==> src/rtl/clk_div_ctrl.sv <==
// Programmable integer clock divider with handshaked ratio changes applied at period boundaries.
// Optional completed-period counter on per_cnt is built only with CLK_DIV_CTRL_PERCNT_EN defined.
module clk_div_ctrl #(
    parameter int unsigned DIV_W   = 8,
    parameter int unsigned DIV_RST = 2
) (
    input  logic             clk_in,
    input  logic             rst,
    input  logic             en,
    input  logic             div_req,
    input  logic [DIV_W-1:0] div_val,
    output logic             div_ack,
    output logic             div_err,
    output logic             busy,
    output logic             clk_out,
    output logic             clkb_out,
    output logic             tick,
    output logic [15:0]      per_cnt
);

    localparam logic [DIV_W-1:0] NRst = DIV_W'(DIV_RST);
    localparam logic [DIV_W-1:0] NMin = DIV_W'(2);

    typedef enum logic [1:0] {StOff, StRun, StPend} state_e;

    state_e           state_q, state_d;
    logic [DIV_W-1:0] cnt_q, cnt_d;
    logic [DIV_W-1:0] n_q, n_d;
    logic [DIV_W-1:0] pend_q, pend_d;
    logic             clk_out_q, clk_out_d;
    logic             clkb_out_q;
    logic             tick_q, tick_d;
    logic             ack_q, ack_d;
    logic             err_q, err_d;
    logic             busy_q, busy_d;

    logic cnt_last;
    logic req_ok;
    logic req_bad;
    logic load;
    logic run_d;

    assign cnt_last = (cnt_q == n_q - 1'b1);
    // Requests are only looked at while no change is pending.
    assign req_ok   = div_req && (state_q != StPend) && (div_val >= NMin);
    assign req_bad  = div_req && (state_q != StPend) && (div_val < NMin);

    always_comb begin
        state_d = state_q;
        cnt_d   = cnt_q;
        n_d     = n_q;
        pend_d  = pend_q;
        load    = 1'b0;
        unique case (state_q)
            StOff: begin
                // Load before starting so the first period already uses the new ratio.
                if (req_ok) begin
                    n_d  = div_val;
                    load = 1'b1;
                end
                if (en) begin
                    state_d = StRun;
                end
            end
            StRun: begin
                cnt_d = cnt_last ? '0 : cnt_q + 1'b1;
                if (cnt_last && !en) begin
                    // Stopping at a boundary: no period left to defer to, so load now.
                    state_d = StOff;
                    if (req_ok) begin
                        n_d  = div_val;
                        load = 1'b1;
                    end
                end else if (req_ok) begin
                    pend_d  = div_val;
                    state_d = StPend;
                end
            end
            StPend: begin
                cnt_d = cnt_last ? '0 : cnt_q + 1'b1;
                if (cnt_last) begin
                    n_d     = pend_q;
                    load    = 1'b1;
                    state_d = en ? StRun : StOff;
                end
            end
            default: begin
                state_d = StOff;
                cnt_d   = '0;
            end
        endcase
    end

    // Outputs are derived from next-state values so they register with no output logic.
    always_comb begin
        run_d     = (state_d != StOff);
        clk_out_d = run_d && (cnt_d < (n_d >> 1));
        tick_d    = run_d && (cnt_d == '0);
        busy_d    = (state_d == StPend);
        ack_d     = load | req_bad;
        err_d     = req_bad;
    end

    always_ff @(posedge clk_in) begin
        if (rst) begin
            state_q    <= StOff;
            cnt_q      <= '0;
            n_q        <= NRst;
            pend_q     <= '0;
            clk_out_q  <= 1'b0;
            clkb_out_q <= 1'b1;
            tick_q     <= 1'b0;
            ack_q      <= 1'b0;
            err_q      <= 1'b0;
            busy_q     <= 1'b0;
        end else begin
            state_q    <= state_d;
            cnt_q      <= cnt_d;
            n_q        <= n_d;
            pend_q     <= pend_d;
            clk_out_q  <= clk_out_d;
            clkb_out_q <= ~clk_out_d;
            tick_q     <= tick_d;
            ack_q      <= ack_d;
            err_q      <= err_d;
            busy_q     <= busy_d;
        end
    end

    assign clk_out  = clk_out_q;
    assign clkb_out = clkb_out_q;
    assign tick     = tick_q;
    assign div_ack  = ack_q;
    assign div_err  = err_q;
    assign busy     = busy_q;

`ifdef CLK_DIV_CTRL_PERCNT_EN
    logic        wrap;
    logic [15:0] per_q, per_d;

    assign wrap = (state_q != StOff) && cnt_last;

    always_comb begin
        per_d = per_q;
        if (load) begin
            per_d = '0;
        end else if (wrap && (per_q != 16'hFFFF)) begin
            per_d = per_q + 16'd1;
        end
    end

    always_ff @(posedge clk_in) begin
        if (rst) begin
            per_q <= '0;
        end else begin
            per_q <= per_d;
        end
    end

    assign per_cnt = per_q;
`else
    assign per_cnt = 16'h0000;
`endif

endmodule

==> config.mk <==
export PLATFORM = sky130hd
export DESIGN_NAME = clk_div_ctrl
export DESIGN_NICKNAME = d
export VERILOG_FILES = /design/src/rtl/clk_div_ctrl.sv
export SDC_FILE = /design/constraint.sdc
export NUM_CORES = 1
export LEC_CHECK = 0
export ABC_AREA = 1
export BUFFER_PORTS_ARGS = -buffer_cell sky130_fd_sc_hd__buf_2
export CORE_MARGIN = 1
export CORE_UTILIZATION = 25
export CTS_BUF_LIST = sky130_fd_sc_hd__clkbuf_4 sky130_fd_sc_hd__clkbuf_8 sky130_fd_sc_hd__clkbuf_16
export CTS_CLUSTER_DIAMETER = 150
export DETAILED_ROUTE_END_ITERATION = 8
export PLACE_DENSITY = 0.39
export SLEW_MARGIN = 20
export SYNTH_ARGS = -nofsm -noshare
export SYNTH_HDL_FRONTEND = slang
export SYNTH_SLANG_ARGS = --single-unit
==> constraint.sdc <==
create_clock -name clk_in -period 5.5 [get_ports clk_in]
set_clock_uncertainty 0.1 [all_clocks]
set_input_delay 0.55 -clock clk_in [delete_from_list [all_inputs] [get_ports clk_in]]
set_output_delay 0.55 -clock clk_in [all_outputs]
set_load 0.01 [all_outputs]
# Word level (Yosys, flattened, before mapping)
# Cells that the tools add are included.
# Widths: inputs -> output; s select.
[totals] register_bits=32 output_inout_bits=22 in_bits=12 word_cells=56
[classes] n_bitwise=3 n_eq_ne=7 add_sub_neg=2 n_lt_le_gt_ge=3 mux=16 reduce_logical=14
[op_table] operator="$mux 8" n=4
[op_table] operator="$pmux 8 s3" n=1
[op_table] operator="$pmux 8 s2" n=1
[op_table] operator="$add 8x1->8 const B" n=1
[op_table] operator="$eq 8x8->1" n=1
[op_table] operator="$ge 8x2->1 const B" n=1
[op_table] operator="$logic_not 8->1" n=1
[op_table] operator="$lt 8x2->1 const B" n=1
[op_table] operator="$lt 8x7->1" n=1
[op_table] operator="$mux 2" n=4
[op_table] operator="$sub 8x1->8 const B" n=1
[op_table] operator="$logic_and 1x1->1" n=6
[op_table] operator="$ne 2x2->1 const B" n=3
[op_table] operator="$pmux 2 s3" n=1
[op_table] operator="$reduce_and 3->1" n=2
[op_table] operator="$eq 2x2->1 const B" n=2
[op_table] operator="$mux 1" n=4
[op_table] operator="$pmux 1 s3" n=1
[op_table] operator="$reduce_bool 3->1" n=1
[op_table] operator="$eq 2x1->1 const B" n=1
[op_table] operator="$logic_not 2->1" n=1
[op_table] operator="$not 1->1" n=2
[op_table] operator="$reduce_bool 2->1" n=1
[op_table] operator="$reduce_or 2->1" n=1
[op_table] operator="other kinds (2)" n=2

# Depth between registers and ports, before layout
# Gate-level depths: netlist of the first run.
[depth] word_depth=9 ltp_mapped=24 depth_no_buf=24

# Least setup slack after synthesis of the first run
# Ideal clock, no wire load.
[synth_path] path_type="register to register" startpoint="reg state_q[0]" endpoint="reg clkb_out_q (netlist: clkb_out)" arrival_time_ps=2440 setup_slack_ps=2848 setup_ps=112 period_less_slack_ps=2652 n_path_buf=1 path_stages_with_launch=17 required_ps=5288 path_cell_list="dfxtp_1 -> inv_1 -> ha_1 -> inv_1 -> nand2_1 -> nor2_1 -> inv_1 -> clkbuf_1 -> o211ai_1 -> a21oi_1 -> a21oi_1 -> ha_1 -> a21boi_1 -> o21ai_1 -> nand3_1 -> inv_2 -> nand2_1"
[synth_between] elab_chain_cells=9 word_cells_on_any_way=20 cone_classes="order compare: 1; eq/ne: 3; mux: 9; bitwise: 1; reduce/logical: 6"
[synth_rtl] item="from (decl)" line_no="26" rtl="state_e state_q, state_d;"
[synth_rtl] item="from (signal assigned)" line_no="106" rtl="state_q <= StOff;"
[synth_rtl] item="from (signal assigned)" line_no="117" rtl="state_q <= state_d;"
[synth_rtl] item="$ne 2x2->1" line_no="45" rtl="assign req_ok = div_req && (state_q != StPend) && (div_val >= NMin);"
[synth_rtl] item="$logic_and 1x1->1 (2 in a row)" line_no="45"
[synth_rtl] item="$mux 8 or $mux 2 (tied branches)" line_no="57, 70, 74"
[synth_rtl] item="$mux 8 or $mux 2 (tied branches)" line_no="67" rtl="if (cnt_last && !en) begin"
[synth_rtl] item="$pmux 8 s3 or $pmux 2 s3 (tied branches)" line_no="54" rtl="unique case (state_q)"
[synth_rtl] item="$lt 8x7->1 or $reduce_bool 2->1 (tied branches)" line_no="97, 96"
[synth_rtl] item="$logic_and 1x1->1 *" line_no="97" rtl="clk_out_d = run_d && (cnt_d < (n_d >> 1));"
[synth_rtl] item="$not 1->1 *" line_no="122" rtl="clkb_out_q <= ~clk_out_d;"
[synth_rtl] item="to (signal assigned)" line_no="122"
[synth_rtl] item="to (decl)" line_no="31" rtl="logic clkb_out_q;"
# Every way passes the cells marked *; elsewhere a longest branch is shown, timed or not. The select of a mux whose other input is x is not followed.
# A chain may end at the register's enable or synchronous reset.

# Worst setup path in the final report of the first run
# Same ends and word-level chain as after synthesis.

==> results of run 1 <==
logic make-up (layout without fill, tap and decap cells):
group | count (synthesis) | in the layout
mux | 1 | 1
compound gates | 60 | 60
fa+ha+maj | 13 | 13
flops | 32 | 32
other cells | 1 | 16
xor+xnor | 4 | 4
buf+inv | 76 | 79
simple gates | 156 | 156
path summary, 6_finish.rpt:
check / from / to / slack (ns) / cells past startpoint
worst max-delay path: state_q[0] / clkb_out / 2.21 / 15
worst max register to register: state_q[0] / clkb_out / 2.21 / 15
worst min-delay path: pend_q[0] / pend_q[0] / 0.36 / 2
worst min register to register: pend_q[0] / pend_q[0] / 0.36 / 2
per-stage QoR:
stage	power, µW	utilization
finish	722	0.286
global route	782	0.286
CTS	734	0.286
detailed placement	536	0.275
global placement	539	0.275
floorplan	474	-
critical path, delay by kind of cell, from the launching register on:
kind	cells	cell delay (ns)
AND/OR/NAND/NOR	4	0.69
AO/OA/AOI/OAI	5	0.77
flip-flops	1	0.47
adder cells (fa/ha/maj)	2	0.57
buffers and inverters	4	0.57
metal layers:
metal / vias to the layer above / track usage
met2: 44 / 0.251
met1: 948 / 0.187
li1: 1113 / -
met4: 0 / 0.0509
met3: 10 / 0.0216
met5: - / 0
layout make-up:
type | instances | area share
multi-input cells | 250 | 0.538
flip-flops and latches | 32 | 0.256
inverters | 54 | 0.0810
well taps | 108 | 0.0540
repair buffers | 17 | 0.0340
clock buffers | 6 | 0.0330
clock inverters | 2 | 0.00400
synth_stat cells:
| cell type | count |
|---|---|
| nand2_4 | 2 |
| inv_2 | 9 |
| dfxtp_1 | 32 |
| or2_2 | 2 |
| mux2i_1 | 1 |
| o211ai_1 | 4 |
| a221oi_2 | 1 |
| a21oi_2 | 1 |
| o21ai_2 | 1 |
| and3_1 | 1 |
| inv_1 | 45 |
| nand4_1 | 7 |
| o22ai_1 | 7 |
| a21oi_1 | 13 |
| buf_4 | 17 |
| xnor2_1 | 2 |
| nor2_4 | 2 |
| conb_1 | 1 |
| clkbuf_1 | 5 |
| nor4_1 | 1 |
| o31ai_1 | 1 |
| a21boi_1 | 1 |
| nand3_1 | 15 |
| nand3_2 | 6 |
| nand2_1 | 68 |
| a32oi_1 | 1 |
| nor3_1 | 3 |
| nor2_2 | 1 |
| nor3_2 | 1 |
| o21ai_1 | 5 |
| nor2_1 | 39 |
| xor2_1 | 2 |
| a21o_1 | 1 |
| nand2_2 | 8 |
| o21ai_0 | 24 |
| ha_1 | 13 |
power breakdown:
group	total (µW)	leakage (µW)	internal [µW]	switching, µW
Clock	193	0.0000510	99.9	92.9
Combinational	252	0.000951	84.5	168
Sequential	277	0.000262	255	22.1
Total	722	0.00126	439	283
sequential cells by signal, summed over array words and instances, names as in the netlist:
register	count
div_ack	1
div_err	1
state_q	2
clkb_out	1
n_q	8
tick	1
cnt_q	8
clk_out	1
busy	1
pend_q	8
==> load_flow_metrics.sql, run 1 <==
INSERT INTO impl_metrics (metric_group, metric, value, unit) VALUES
('status', 'run_status', 'complete, no violations', ''),
('worst_setup_path', 'critical_path.max_stage_delay', '0.47', 'ns'),
('yosys', 'synth.lib_cells_used.distinct', '36', ''),
('final_layout', 'drive_above_1_share', '0.163', ''),
('clock_network', 'post_cts.resized_instances', '0', ''),
('clock_network', 'clk_pin_slew', '0.07', 'ns'),
('routing', 'met2_length', '3.17', 'mm'),
('yosys', 'synth_adder_area_share', '0.0713', ''),
('yosys', 'synth_sequential_area_ratio', '0.281', ''),
('clock_network', 'tritoncts_clock_tree', 'built', ''),
('global_routing', 'grt_util_overall', '0.147', ''),
('sta', 'fmax', '0.304', 'GHz'),
('yosys', 'ys_ff_latch', '32', ''),
('final_layout', 'fillers', '1008', ''),
('global_routing', 'grt_first_pass_wirelength', '10.9', 'mm'),
('yosys', 'synthesized_area_fraction_occupied_by_xor_and_xnor_cells', '0.0154', ''),
('yosys', 'synth_compound_area_frac', '0.152', ''),
('clock_network', 'cts-htree-levels', '2', ''),
('yosys', 'synth_top_family_by_area', 'simple AND/OR/NAND/NOR gates', ''),
('run', 'cap_violations', '0', ''),
('yosys', 'synth_area_leaders', 'dfxtp_1 28%, nand2_1 11%, inv_1 7.4%', ''),
('yosys', 'synthDominantAreaCellType', 'dfxtp_1', ''),
('final_layout', 'antenna-diode-count', '0', ''),
('floorplan', 'initial_utilization', '0.260', ''),
('final_layout', 'final_nets', '385', ''),
('pwr', 'power.ir.vdd_worst', '0.0979', 'mV'),
('clock_network', 'cts.path.max_buffers', '2', ''),
('clock_network', 'cts.root.buffer_cell', 'clkbuf_8', ''),
('routing', 'met3_length', '211', 'µm'),
('routing', 'number_of_vias_per_cell', '4.51', ''),
('sta', 'post-route-worst-setup-slack', '2.21', 'ns'),
('global_routing', 'antenna_found_initial', '0', ''),
('place', 'routability_driven_placement_congestion_ratio', '0.830', ''),
('sta', 'timing.final.max_slew_violations', '0', ''),
('final_layout', 'final_cell_mix', '68 x nand2_1, 45 x inv_1, 39 x nor2_1', ''),
('final_layout', 'ff_latch_area', '641', 'µm²'),
('sta', 'final_min_period_over_clock_period', '0.598', ''),
('final_layout', 'area_growth_syn_to_layout', '9.76', '%'),
('min_path', 'hp-class', 'reg2reg', ''),
('place', 'detailed_place.area', '2410', 'µm²'),
('sta', 'setup-tns-final', '0', 'ns'),
('yosys', 'synth_area_per_cell', '6.65', 'µm²'),
('routing', 'drt_pre_antenna_iters', '4', ''),
('routing', 'antenna_left', '0', ''),
('worst_setup_path', 'critical-path-slowest-cell', 'dfxtp_1', ''),
('worst_setup_path', 'cp_data_required_time', '5.59', 'ns'),
('pwr', 'power.density', '288', 'nW/µm²'),
('yosys', 'synthSimpleGateAreaFrac', '0.321', ''),
('clock_network', 'tritoncts.num_buffers', '5', ''),
('worst_setup_path', 'cp-end-kind', 'flip-flop', ''),
('pwr', 'static-leakage-power', '0.00126', 'µW'),
('sta', 'setup_repair_after_global_routing_missed_its_margin', 'no', ''),
('worst_setup_path', 'crit_path_max_fanout', '12', ''),
('routing', 'vias', '2115', ''),
('yosys', 'synth-warning-count', '0', ''),
('yosys', 'synth_area', '2280', 'µm²'),
('worst_setup_path', 'critical_path.most_common_cell', 'inv_1', ''),
('worst_setup_path', 'worstSetupPathType', 'reg2reg', ''),
('sta', 'worst-slew-pin-transition', '0.595', 'ns'),
('place', 'numPlacedInstances', '461', ''),
('routing', 'dr.max_layer_used', 'met4', ''),
('sta', 'fin_hold_ws', '0.360', 'ns'),
('clock_network', 'clock_sinks', '32', ''),
('place', 'detailedPlace.worstSlack', '2.18', 'ns'),
('final_layout', 'multi_input_comb_area', '1350', 'µm²'),
('global_routing', 'grt_overflow_total', '0', ''),
('yosys', 'synth_cells', '343', ''),
('final_layout', 'post-route-cell-area', '2500', 'µm²'),
('sta', 'final_period_minus_worst_setup_slack', '3.29', 'ns'),
('yosys', 'area_share_of_the_largest_cell_type_after_synthesis', '0.281', ''),
('routing', 'wire_per_inst', '14.3', 'µm');
Note: power is estimated with default switching activity, not from simulation.
==> run 2, diff against run 1 <==
Clock period 5.5 ns to 3.3 ns, I/O delays scaled along.
==> run 2 against run 1 <==
  * Sequential share of layout area fell by 0.20 points
  * Die area did not move
  * Clock-buffer cell count rose by 1
  * Non-clock buffer count up 2
  * Cell count rose by 0.43%
==> load_flow_metrics.sql, run 2 (synthesis results as in run 1) <==
INSERT INTO impl_metrics (metric_group, metric, value, unit) VALUES
('pwr', 'power.switching', '467', 'µW'),
('sta', 'fmax', '0.329', 'GHz'),
('floorplan', 'pin_count', '34', ''),
('worst_setup_path', 'cp_data_arrival_time', '3.12', 'ns'),
('sta', 'timing.final.hold_violations', '0', ''),
('worst_setup_path', 'critical-path-slowest-cell', 'dfxtp_1', ''),
('routing', 'first_iter_violations', '102', ''),
('clock_network', 'holdBufCountCts', '0', ''),
('final_layout', 'mostFrequentLayoutCell', 'nand2_1', ''),
('global_routing', 'antenna_found_initial', '0', ''),
('worst_setup_path', 'critical_path.max_stage_delay', '0.39', 'ns'),
('pwr', 'internal-power', '745', 'µW'),
('global_routing', 'grt_overflow_total', '0', ''),
('pwr', 'static-leakage-power', '0.00127', 'µW'),
('sta', 'setup_repair_after_global_routing_missed_its_margin', 'no', ''),
('min_path', 'timing.hold.worst.start', 'div_req', ''),
('worst_setup_path', 'timing.critical_path.from', 'n_q[0]', ''),
('global_routing', 'grt_first_pass_wirelength', '10.5', 'mm'),
('status', 'run_status', 'complete, no violations', ''),
('sta', 'fin_hold_ws', '0.224', 'ns'),
('global_routing', 'largest_net_degree_at_the_start_of_global_routing', '21', ''),
('clock_network', 'cts.path.max_buffers', '2', ''),
('final_layout', 'final_nets', '387', ''),
('floorplan', 'floorplan.die.width', '97.5', 'µm'),
('clock_network', 'clock_sinks', '32', ''),
('place', 'place.port_buffers', '17', ''),
('worst_setup_path', 'cp_cell_sequence', 'inv_2 -> ha_1 -> xor2_1 -> nand3_1 -> nor2_4 -> nand2_4 -> inv_2 -> nand2_2 -> inv_2 -> a221oi_2 -> o21ai_1 -> o21ai_1 -> ha_1 -> nand2_1 -> inv_1 -> o21ai_1 -> nand3_1 -> inv_2 -> nand2_1', ''),
('final_layout', 'post-route-util', '0.288', ''),
('routing', 'vias', '2115', ''),
('floorplan', 'die-area', '9510', 'µm²'),
('final_layout', 'multi_input_comb_area', '1350', 'µm²'),
('final_layout', 'ff_latch_area', '641', 'µm²'),
('worst_setup_path', 'cp_data_required_time', '3.38', 'ns'),
('routing', 'number_of_vias_per_cell', '4.49', ''),
('routing', 'drt_pre_antenna_iters', '4', ''),
('place', 'hpwl_detailed', '5.17', 'mm'),
('routing', 'antenna_left', '0', ''),
('final_layout', 'layout_top_registers', 'cnt_q x8, n_q x8, pend_q x8', ''),
('place', 'routability_driven_placement_congestion_ratio', '0.802', ''),
('clock_network', 'tritoncts_clock_tree', 'built', ''),
('sta', 'worst-slew-pin-transition', '0.556', 'ns'),
('floorplan', 'site_row_count', '34', ''),
('clock_network', 'cts-htree-levels', '2', ''),
('final_layout', 'area_growth_syn_to_layout', '10.6', '%'),
('pwr', 'power.ir.vdd_worst', '0.285', 'mV'),
('final_layout', 'fillers', '989', ''),
('sta', 'timing.final.max_slew_violations', '0', ''),
('pwr', 'switching_share', '0.386', ''),
('clock_network', 'cts.root.buffer_cell', 'clkbuf_8', ''),
('clock_network', 'cts_post_setup_buffers_inserted', '0', ''),
('pwr', 'comb_power_share', '0.345', ''),
('worst_setup_path', 'worstReg2RegStart', 'n_q[0]', ''),
('global_routing', 'grt_util_overall', '0.141', ''),
('min_path', 'hp-class', 'in2reg', ''),
('sta', 'remaining_max_slew_budget_at_the_tightest_pin', '0.629', ''),
('worst_setup_path', 'worstSetupPathType', 'reg2reg', ''),
('routing', 'routed_wirelength', '6.47', 'mm'),
('clock_network', 'tritoncts.num_buffers', '5', ''),
('sta', 'final_min_period_over_clock_period', '0.921', ''),
('final_layout', 'antenna-diode-count', '0', ''),
('clock_network', 'worst_skew_pair.late_latency', '0.29', 'ns'),
('worst_setup_path', 'setup.worst_path.start_class', 'flip-flop', ''),
('routing', 'drt_drc_violations_left', '0', ''),
('floorplan', 'die_y', '97.5', 'µm'),
('worst_setup_path', 'cp-end-kind', 'flip-flop', ''),
('pwr', 'power.share.sequential', '0.381', ''),
('final_layout', 'final_cell_mix', '68 x nand2_1, 45 x inv_1, 39 x nor2_1', ''),
('global_routing', 'number_of_global_route_vias_before_repair', '1994', ''),
('sta', 'final_period_minus_worst_setup_slack', '3.04', 'ns'),
('pwr', 'power.density', '480', 'nW/µm²'),
('floorplan', 'initial_utilization', '0.260', ''),
('clock_network', 'post_cts.resized_instances', '0', ''),
('sta', 'setup-tns-final', '0', 'ns'),
('worst_setup_path', 'critical_path.most_common_cell', 'inv_2', ''),
('sta', 'setup-violations-final', '0', ''),
('worst_setup_path', 'crit_path_max_fanout', '8', ''),
('final_layout', 'drive_above_1_share', '0.168', ''),
('routing', 'wire_per_inst', '13.7', 'µm'),
('clock_network', 'clk_pin_slew', '0.07', 'ns'),
('floorplan', 'placeableCoreArea', '8760', 'µm²'),
('pwr', 'clock_power_share', '0.274', ''),
('run', 'cap_violations', '0', '');
==> run 2: worst paths after layout <==
check	endpoint	slack [ns]	cells after the start
setup / recovery	clkb_out	0.26	19
hold / removal	div_err	0.22	3
setup reg to reg	clkb_out	0.26	19
hold reg to reg	pend_q[5]	0.38	2
==> run 2: worst max-delay path: cells and delay by family, from the launching register on <==
kind,cells,cell delay [ns]
simple gates,7,0.78
fa+ha+maj,2,0.62
compound gates,4,0.43
buf+inv,5,0.42
flops,1,0.39
xor+xnor,1,0.20
==> run 2: power by group through the flow <==
stage	Clock [µW]	Sequential, µW	Combinational, µW
2_1_floorplan	0	462	328
3_3_place_gp	0	471	427
3_5_place_dp	0	470	422
4_1_cts	348	461	424
5_1_grt	362	465	477
6_report	332	461	418
==> run 2: cell type report <==
| type | count | share of cell area |
|---|---|---|
| inverter | 54 | 0.0803 |
| timing repair buffer | 19 | 0.0397 |
| clock buffer | 7 | 0.0357 |
| tap | 108 | 0.0535 |
| sequential | 32 | 0.254 |
| multi-input combinational | 250 | 0.534 |
| clock inverter | 1 | 0.00297 |
==> run 2: per-stage QoR <==
stage | instance area, µm² | setup slack, ns | total power (µW) | std cells
2_1_floorplan | 2340 | 0.648 | 790 | 358
4_1_cts | 2520 | 0.237 | 1230 | 471
3_5_place_dp | 2430 | 0.249 | 892 | 463
5_1_grt | 2520 | 0.0195 | 1300 | 471
3_3_place_gp | 2430 | 0.207 | 897 | 463
6_report | 2520 | 0.260 | 1210 | 471
==> run 2: routing by layer <==
metal / global-route usage / vias up / part of all wire
li1: - / 1113 / -
met1: 0.184 / 956 / 0.49
met2: 0.242 / 40 / 0.48
met3: 0.0151 / 6 / 0.024
met4: 0.0498 / 0 / 0.014
met5: 0 / - / 0
==> run 3, diff against run 2 <==
Settings changed: PLACE_DENSITY 0.39 to not set.
==> run 3 against run 2 <==
  * Critical path depth rose by 5
  * Combinational power is 2% lower
  * Power increased by 5.8%
  * Via count up 1.3%
  * Maximum frequency about the same
  * Sequential cell count is the same
  * Sequential power barely moved
  * Worst hold slack better by 0.0034 ns
  * Final area is 0.84% higher
  * Cell count down 0.21%
==> load_flow_metrics.sql, run 3 (synthesis results as in run 1) <==
INSERT INTO impl_metrics (metric_group, metric, value, unit) VALUES
('status', 'run_status', 'complete, no violations', ''),
('worst_setup_path', 'worst-path-buf-inv', '7', ''),
('routing', 'antenna_left', '0', ''),
('clock_network', 'clk_pin_slew', '0.07', 'ns'),
('global_routing', 'grt_util_overall', '0.126', ''),
('worst_setup_path', 'cp_cell_sequence', 'inv_2 -> ha_1 -> inv_1 -> nand2_1 -> nand2_1 -> nand2_1 -> nand2_1 -> inv_1 -> nand2_1 -> nor2_4 -> nand2_4 -> inv_2 -> nand2_2 -> inv_2 -> a221oi_2 -> o21ai_1 -> o21ai_1 -> ha_1 -> nand2_1 -> inv_1 -> o21ai_1 -> nand3_1 -> inv_2 -> nand2_1', ''),
('sta', 'setup-tns-final', '0', 'ns'),
('sta', 'final_min_period_over_clock_period', '0.922', ''),
('pwr', 'static-leakage-power', '0.00128', 'µW'),
('min_path', 'worstHoldEndpoint', 'div_err', ''),
('final_layout', 'final_cell_mix', '68 x nand2_1, 45 x inv_1, 39 x nor2_1', ''),
('floorplan', 'die-area', '9510', 'µm²'),
('worst_setup_path', 'crit_path_max_fanout', '8', ''),
('final_layout', 'final_nets', '386', ''),
('clock_network', 'holdBufCountCts', '0', ''),
('global_routing', 'grt_first_pass_wirelength', '9.60', 'mm'),
('sta', 'setup_repair_after_global_routing_missed_its_margin', 'no', ''),
('clock_network', 'cts.path.max_buffers', '2', ''),
('clock_network', 'cts_post_setup_buffers_inserted', '0', ''),
('clock_network', 'cts-htree-levels', '2', ''),
('global_routing', 'grt_overflow_total', '0', ''),
('floorplan', 'pin_count', '34', ''),
('run', 'cap_violations', '0', ''),
('sta', 'final_period_minus_worst_setup_slack', '3.04', 'ns'),
('clock_network', 'cts.root.buffer_cell', 'clkbuf_8', ''),
('worst_setup_path', 'cp_data_required_time', '3.39', 'ns'),
('routing', 'number_of_vias_per_cell', '4.56', ''),
('floorplan', 'die_y', '97.5', 'µm'),
('pwr', 'internal-power', '833', 'µW'),
('routing', 'drt_drc_violations_left', '0', ''),
('routing', 'first_iter_violations', '196', ''),
('worst_setup_path', 'cp_data_arrival_time', '3.13', 'ns'),
('worst_setup_path', 'worst_path_dominant_cell_family', 'simple AND/OR/NAND/NOR gates', ''),
('pwr', 'power.density', '504', 'nW/µm²'),
('floorplan', 'initial_utilization', '0.260', ''),
('clock_network', 'clock_sinks', '32', ''),
('pwr', 'power.share.sequential', '0.358', ''),
('final_layout', 'antenna-diode-count', '0', ''),
('place', 'place.port_buffers', '17', ''),
('final_layout', 'area_growth_syn_to_layout', '11.6', '%'),
('clock_network', 'tritoncts.num_buffers', '5', ''),
('sta', 'timing.final.hold_violations', '0', ''),
('sta', 'fmax', '0.329', 'GHz'),
('global_routing', 'antenna_found_initial', '0', ''),
('pwr', 'power.ir.vdd_worst', '0.247', 'mV'),
('place', 'hpwl_detailed', '4.52', 'mm'),
('worst_setup_path', 'critical_path.most_common_cell', 'nand2_1', ''),
('min_path', 'timing.hold.worst.start', 'div_req', ''),
('min_path', 'hp-class', 'in2reg', ''),
('min_path', 'min_path_cells', '3', ''),
('clock_network', 'tritoncts_clock_tree', 'built', ''),
('final_layout', 'layout_top_registers', 'cnt_q x8, n_q x8, pend_q x8', ''),
('pwr', 'total_power', '1280', 'µW'),
('worst_setup_path', 'r2r_cells', '24', ''),
('pwr', 'switching_share', '0.350', ''),
('sta', 'timing.final.max_slew_violations', '0', ''),
('routing', 'wire_per_inst', '12.1', 'µm'),
('floorplan', 'site_row_count', '34', ''),
('worst_setup_path', 'critical_path.max_stage_delay', '0.38', 'ns'),
('worst_setup_path', 'worstSetupPathType', 'reg2reg', ''),
('pwr', 'power.switching', '449', 'µW'),
('routing', 'routed_wirelength', '5.67', 'mm'),
('floorplan', 'floorplan.die.width', '97.5', 'µm'),
('clock_network', 'worst_skew_pair.late_latency', '0.29', 'ns'),
('global_routing', 'number_of_global_route_vias_before_repair', '2057', ''),
('worst_setup_path', 'worstReg2RegStart', 'n_q[0]', ''),
('routing', 'vias', '2142', ''),
('clock_network', 'post_cts.resized_instances', '0', ''),
('worst_setup_path', 'critical-path-slowest-cell', 'dfxtp_1', ''),
('global_routing', 'largest_net_degree_at_the_start_of_global_routing', '21', ''),
('worst_setup_path', 'setup.worst_path.start_class', 'flip-flop', ''),
('worst_setup_path', 'timing.rr.end', 'clkb_out', ''),
('floorplan', 'placeableCoreArea', '8760', 'µm²'),
('worst_setup_path', 'cp-end-kind', 'flip-flop', ''),
('sta', 'setup-violations-final', '0', ''),
('final_layout', 'mostFrequentLayoutCell', 'nand2_1', ''),
('final_layout', 'drive_above_1_share', '0.166', ''),
('routing', 'drt_pre_antenna_iters', '4', ''),
('pwr', 'comb_power_share', '0.321', ''),
('place', 'routability_driven_placement_congestion_ratio', '0.880', ''),
('pwr', 'clock_power_share', '0.321', ''),
('worst_setup_path', 'ff2ff_setup_slack', '0.26', 'ns');
run 3: worst max path at each step:
stage	start	to	slack, ns	cells past startpoint
floorplan	state_q[0]	clkb_out	0.65	16
global placement	n_q[0]	clkb_out	0.32	19
detailed placement	n_q[0]	clkb_out	0.30	24
CTS	n_q[0]	clkb_out	0.28	24
global route	n_q[0]	clkb_out	0.03	24
finish	n_q[0]	clkb_out	0.26	24
run 3: worst register-to-register path: cells and delay by family (launching register included):
family / cells / cell delay, ns
fa+ha+maj: 2 / 0.52
buf+inv: 7 / 0.44
flops: 1 / 0.38
simple gates: 11 / 0.87
compound gates: 4 / 0.62
run 3: final cells by class:
| type | instances | area, µm² |
|---|---|---|
| Clock buffer | 7 | 96.3 |
| Timing Repair Buffer | 18 | 92.6 |
| Multi-Input combinational cell | 250 | 1350 |
| Fill cell | 966 | 6220 |
| Tap cell | 108 | 135 |
| Inverter | 54 | 203 |
| Sequential cell | 32 | 641 |
| Clock inverter | 1 | 30.0 |
run 3: layer usage:
layer,part of all wire,track usage,vias to the layer above
met1,0.46,0.159,965
met2,0.47,0.209,60
met5,0,0,-
met3,0.040,0.0223,12
met4,0.029,0.0577,0
li1,-,-,1105
run 3: power by group through the flow:
stage	registers [µW]	logic, µW	clock network (µW)
after floorplan	462	328	0
after global placement	468	407	0
after detailed placement	467	409	0
after CTS	458	411	422
after global routing	464	468	441
final	459	411	412
run 3: per-stage QoR:
step,setup WS (ns),instances,util,cell area (µm²),hold slack [ns]
final,0.258,470,0.290,2540,0.227
after CTS,0.280,470,0.290,2540,0.222
after global routing,0.0264,470,0.290,2540,0.243
after global placement,0.320,462,0.276,2420,0.343
after floorplan,0.648,358,-,2340,0.324
after detailed placement,0.298,462,0.276,2420,0.346
